$ cat src/rtl/sextium_dma_master.sv
// Sextium bus DMA master: copies a block of 16-bit words from src to dst over the
// read/write/ack handshake, with a per-request ack timeout and a word-boundary abort.
module sextium_dma_master #(
  parameter int TIMEOUT = 16
) (
  input  logic        clock,
  input  logic        reset,
  input  logic        start,
  input  logic [15:0] src_addr,
  input  logic [15:0] dst_addr,
  input  logic [15:0] length,
  input  logic        abort,
  output logic        busy,
  output logic        done,
  output logic        error,
  output logic [15:0] words_done,
  output logic [15:0] addr_bus,
  input  logic [15:0] mem_bus_in,
  output logic [15:0] mem_bus_out,
  output logic        mem_read,
  output logic        mem_write,
  input  logic        mem_ack
);

  typedef enum logic [1:0] {IDLE, RD, WR} state_t;

  localparam logic [7:0] TMO_LAST = 8'(TIMEOUT - 1);

  state_t      state_q, state_nx;
  logic [15:0] src_q, src_nx;
  logic [15:0] dst_q, dst_nx;
  logic [15:0] rem_q, rem_nx;
  logic [15:0] words_nx, addr_nx, wdata_nx;
  logic [7:0]  tmo_q, tmo_nx;
  logic        abort_q, abort_nx;
  logic        busy_nx, done_nx, error_nx, rd_nx, wr_nx;

  always_ff @(posedge clock) begin
    if (reset) begin
      state_q     <= IDLE;
      src_q       <= '0;
      dst_q       <= '0;
      rem_q       <= '0;
      tmo_q       <= '0;
      abort_q     <= 1'b0;
      busy        <= 1'b0;
      done        <= 1'b0;
      error       <= 1'b0;
      words_done  <= '0;
      addr_bus    <= '0;
      mem_bus_out <= '0;
      mem_read    <= 1'b0;
      mem_write   <= 1'b0;
    end else begin
      state_q     <= state_nx;
      src_q       <= src_nx;
      dst_q       <= dst_nx;
      rem_q       <= rem_nx;
      tmo_q       <= tmo_nx;
      abort_q     <= abort_nx;
      busy        <= busy_nx;
      done        <= done_nx;
      error       <= error_nx;
      words_done  <= words_nx;
      addr_bus    <= addr_nx;
      mem_bus_out <= wdata_nx;
      mem_read    <= rd_nx;
      mem_write   <= wr_nx;
    end
  end

  always_comb begin
    state_nx = state_q;
    src_nx   = src_q;
    dst_nx   = dst_q;
    rem_nx   = rem_q;
    tmo_nx   = tmo_q;
    abort_nx = abort_q | (busy & abort);
    busy_nx  = busy;
    done_nx  = 1'b0;
    error_nx = error;
    words_nx = words_done;
    addr_nx  = addr_bus;
    wdata_nx = mem_bus_out;
    rd_nx    = mem_read;
    wr_nx    = mem_write;

    case (state_q)
      IDLE: begin
        if (start) begin
          error_nx = 1'b0;
          words_nx = '0;
          abort_nx = 1'b0;
          if (length != 16'd0) begin
            src_nx   = src_addr;
            dst_nx   = dst_addr;
            rem_nx   = length;
            tmo_nx   = '0;
            busy_nx  = 1'b1;
            rd_nx    = 1'b1;
            addr_nx  = src_addr;
            state_nx = RD;
          end else begin
            done_nx = 1'b1;
          end
        end
      end

      RD: begin
        if (mem_ack) begin
          wdata_nx = mem_bus_in;
          rd_nx    = 1'b0;
          wr_nx    = 1'b1;
          addr_nx  = dst_q;
          tmo_nx   = '0;
          state_nx = WR;
        end
      end

      WR: begin
        if (mem_ack) begin
          wr_nx    = 1'b0;
          words_nx = words_done + 16'd1;
          src_nx   = src_q + 16'd1;
          dst_nx   = dst_q + 16'd1;
          rem_nx   = rem_q - 16'd1;
          tmo_nx   = '0;
          // A pending abort (sticky or arriving now) ends the copy once this word is written.
          if (rem_q == 16'd1 || abort_q || abort) begin
            busy_nx  = 1'b0;
            done_nx  = 1'b1;
            abort_nx = 1'b0;
            state_nx = IDLE;
          end else begin
            rd_nx    = 1'b1;
            addr_nx  = src_q + 16'd1;
            state_nx = RD;
          end
        end
      end

      default: state_nx = IDLE;
    endcase

    // Unanswered request: count the wait and give up after TIMEOUT cycles high.
    if (state_q != IDLE && !mem_ack) begin
      if (tmo_q == TMO_LAST) begin
        rd_nx    = 1'b0;
        wr_nx    = 1'b0;
        busy_nx  = 1'b0;
        done_nx  = 1'b1;
        error_nx = 1'b1;
        abort_nx = 1'b0;
        tmo_nx   = '0;
        state_nx = IDLE;
      end else begin
        tmo_nx = tmo_q + 8'd1;
      end
    end
  end

endmodule

$ cat config.mk
export PLATFORM = sky130hd
export DESIGN_NAME = sextium_dma_master
export DESIGN_NICKNAME = d
export VERILOG_FILES = /design/src/rtl/sextium_dma_master.sv
export SDC_FILE = /design/constraint.sdc
export NUM_CORES = 1
export LEC_CHECK = 0
export CAP_MARGIN = 0
export CELL_PAD_IN_SITES_DETAIL_PLACEMENT = 1
export CELL_PAD_IN_SITES_GLOBAL_PLACEMENT = 1
export CORE_AREA = 2 2 177 110
export DETAILED_ROUTE_END_ITERATION = 10
export DIE_AREA = 0 0 179 112
export GPL_TIMING_DRIVEN = 0
export MAX_ROUTING_LAYER = met4
export PLACE_DENSITY_LB_ADDON = 0.1
export RECOVER_POWER = 100
export SKIP_LAST_GASP = 1
export SLEW_MARGIN = 30
export SYNTH_ARGS = -nofsm -noshare
export SYNTH_HDL_FRONTEND = slang
export SYNTH_SLANG_ARGS = --single-unit
$ cat constraint.sdc
create_clock -name clock -period 2.3 [get_ports clock]
set_input_delay 0.575 -clock clock [delete_from_list [all_inputs] [get_ports clock]]
set_output_delay 0.575 -clock clock [all_outputs]
set_load 0.05 [all_outputs]
==> impl_metrics.ini <==
[sta]
fin_crit_ps = 2499
worst_pin_slew_ps = 917.9
finalMaxSlewViolations = 0
timing.final.crit_share_pct = 108.6
fin_ws_ps = -198.8
maxSlewHeadroom_pct = 38.81
max_freq_mhz = 400.2
hold_viol_final = 0
setup_viol = 55
finClkSkew_ps = 8.863
rsz0062_at_grt = yes

[floorplanning]
chipHeight_um = 112
core-area_um2 = 18490
pin_count = 122
fp.dieArea_um2 = 20050
rows = 39
fp.dieW_um = 179
start_util_pct = 33.16

[route]
via_count = 6932
drc = 0
wl_um = 26920
drtIter0Drc = 427
wl_per_cell_um = 22.16
drt-pass1-iter-count = 5
ant_nets = 0
via_per_inst = 5.705

[setup_path]
required_ps = 2600
setup.worst_path.start = length[10]
path_cells = buf_6 > or4_4 > or4_4 > o221ai_4 > or2_1 > buf_6 > buf_12 > buf_12 > nand2_4 > a21oi_4
slowest_stage = or4_4
r2r_start = rem_q[1]
endpoint_kind = register
path_buf_inv = 4
timing_worst_setup_path_type = in2reg
cp_top_family = simple AND/OR/NAND/NOR gates
start_kind = primary input
critPathMaxFanout = 5
slowest_delay_ps = 610
worstPathArrival_ps = 2800

[placed_design]
port_buffers = 121
placed_cells = 1175
hpwlAfterDp_um = 19070
placed_cell_area_um2 = 7704
routabilityCongestion = 0.9024

[grt]
grt_usage_pct = 27.22
grt_max_degree = 19
antenna_found_initial = 0
grt_pass1_wl_um = 40230
grt_overflow = 0
grt_pass1_vias = 6975

[pwr]
combPwrFrac_pct = 31.6
switching_share_pct = 35.91
p_leak_nw = 3.202
ir_drop_uv = 362.9
power.total_mw = 5.689
power_frac_seq_pct = 39.2
power_density_nw_per_um2 = 654.1
p_sw_mw = 2.043
p_int_mw = 3.646
pwr-share-clk_pct = 29.2

[logic_synthesis]
synth.avg_cell_area_um2 = 7.589
synth_enable_flop_cells = 0
yosysWarningCount = 0
ys_types = 63
yosys.area.top_type = dfxtp_1
synthesis.nets = 887
async_flop_share_pct = 0
ys_top_cells_by_count = nand2_1 (136), dfxtp_1 (112), a21oi_1 (82), nor2_1 (71), clkbuf_1 (51)
synth_ff_type = dfxtp_1
synth_seq_cells = 112
ys_seq_area_share_pct = 36.56
synth_area_um2 = 6132
yosys-top-cells-area = dfxtp_1 (37%), nand2_1 (8.3%), a21oi_1 (6.7%), nor2_1 (4.3%), clkbuf_1 (3.1%)
synth_top_area_share_pct = 36.56
synthCells = 808
synth_most_common_cell = nand2_1

[run]
cap_violations = 0

[clocking]
cts.htree.levels = 3
cts_tree = built
hold_buffers = 0
clock-sinks = 112
clock_latency_ps = 370
cts_buffers = 9
clk_pin_slew_ps = 80
root_buffer = clkbuf_16
cts_max_path_buffers = 2

[outcome]
outcome = finished with violations
violations = setup timing

[hold_path]
min_from = mem_bus_out[15]
min_path_type = reg2reg

[finish]
areaGrowthSynthToFinish_pct = 41.85
antenna_cells = 0
instances_no_fill = 1215
nets = 1044
finalInstanceArea_um2 = 8698
drive_gt1_share_pct = 16.72
routing by layer:
metal  part of all wire, %  routed length, um  vias up  GRT usage (%)
met5                     0                  0        -              -
met4                   1.2                332        0          5.366
met3                   6.6               1767       27          5.499
met2                    45              12080      235          41.26
met1                    47              12740     3453          37.53
li1                      -                  -     3217              -
cell usage in the layout (no fill, tap or decap), types with 19 or more instances in the layout:
master             n
a21oi_2           19
nand3_1           26
a21oi_1           64
clkbuf_1          31
nor2_1            61
nand2_1          132
dlygate4sd3_1     37
dfxtp_1          110
clkdlybuf4s50_1   66
o21ai_0           25
nor3_1            25
cell families (layout without fill, tap and decap cells):
family	Yosys count	count (layout)	share of synthesized area (%)
AND/OR/NAND/NOR	345	345	26.42
AO/OA/AOI/OAI	229	229	24.51
flip-flops	112	112	36.56
buffers and inverters	77	238	5.264
XOR/XNOR	27	27	3.856
adder cells (fa/ha/maj)	10	10	2.040
multiplexers	8	8	1.347
power groups by stage:
stage                     combinational [mW]  sequential, mW  clock, mW
final                                   1.80            2.23       1.66
after CTS                               1.74            2.22       1.69
after global routing                    1.91            2.25       1.77
after global placement                  1.45            2.24          0
after detailed placement                1.48            2.25          0
after floorplan                        0.725            2.42          0
cell type report:
type / instances / area, um2
inverter: 15 / 56.30
buffer: 60 / 375.4
clock buffer: 9 / 225.2
fill: 2198 / 9796
multi-input combinational: 619 / 3941
timing repair buffer: 148 / 1476
clock inverter: 6 / 68.82
tap: 246 / 307.8
sequential: 112 / 2247
worst reg2reg max path, delay by kind of cell (launching register included):
kind / cells / cell delay (ps)
and+or+nand+nor: 5 / 1250
buffers and inverters: 3 / 400
DFF: 1 / 400
AOI/OAI and AO/OA: 1 / 130
adders and majority gates: 1 / 190
per-stage QoR:
step                util [%]  setup slack [ps]  TNS (ps)  hold slack [ps]
finish                 47.03            -198.8     -4187            454.8
global route           47.03            -230.6     -8419            472.4
global placement       41.65             -1187    -74230            443.0
detailed placement     41.65             -1225    -76660            450.4
CTS                    46.28            -163.7     -3535            461.3
floorplan                  -            -167.7     -3422            454.2
registers in the layout (all words and copies together), names as in the netlist:
register / cells
busy: 1
words_done: 16
rem_q: 16
error: 1
dst_q: 16
mem_read: 1
abort_q: 1
addr_bus: 16
src_q: 16
mem_bus_out: 16
state_q: 2
mem_write: 1
done: 1
tmo_q: 8
timing repair:
action / CTS / global route
endpoints found under the setup margin: 104 / 89
gates resized for setup: 132 / 72
buffers inserted: 21 / 5
pin swaps: 33 / 23
gates cloned: 4 / 0
worst paths after layout:
| path | endpoint | slack [ps] | cells past startpoint |
|---|---|---|---|
| hold / removal | mem_bus_out[15] | 450 | 2 |
| setup reg to reg | addr_bus[1] | -140 | 10 |
| setup / recovery | addr_bus[4] | -200 | 10 |
| hold reg to reg | mem_bus_out[15] | 450 | 2 |
Note: power is estimated with default switching activity, not from simulation.
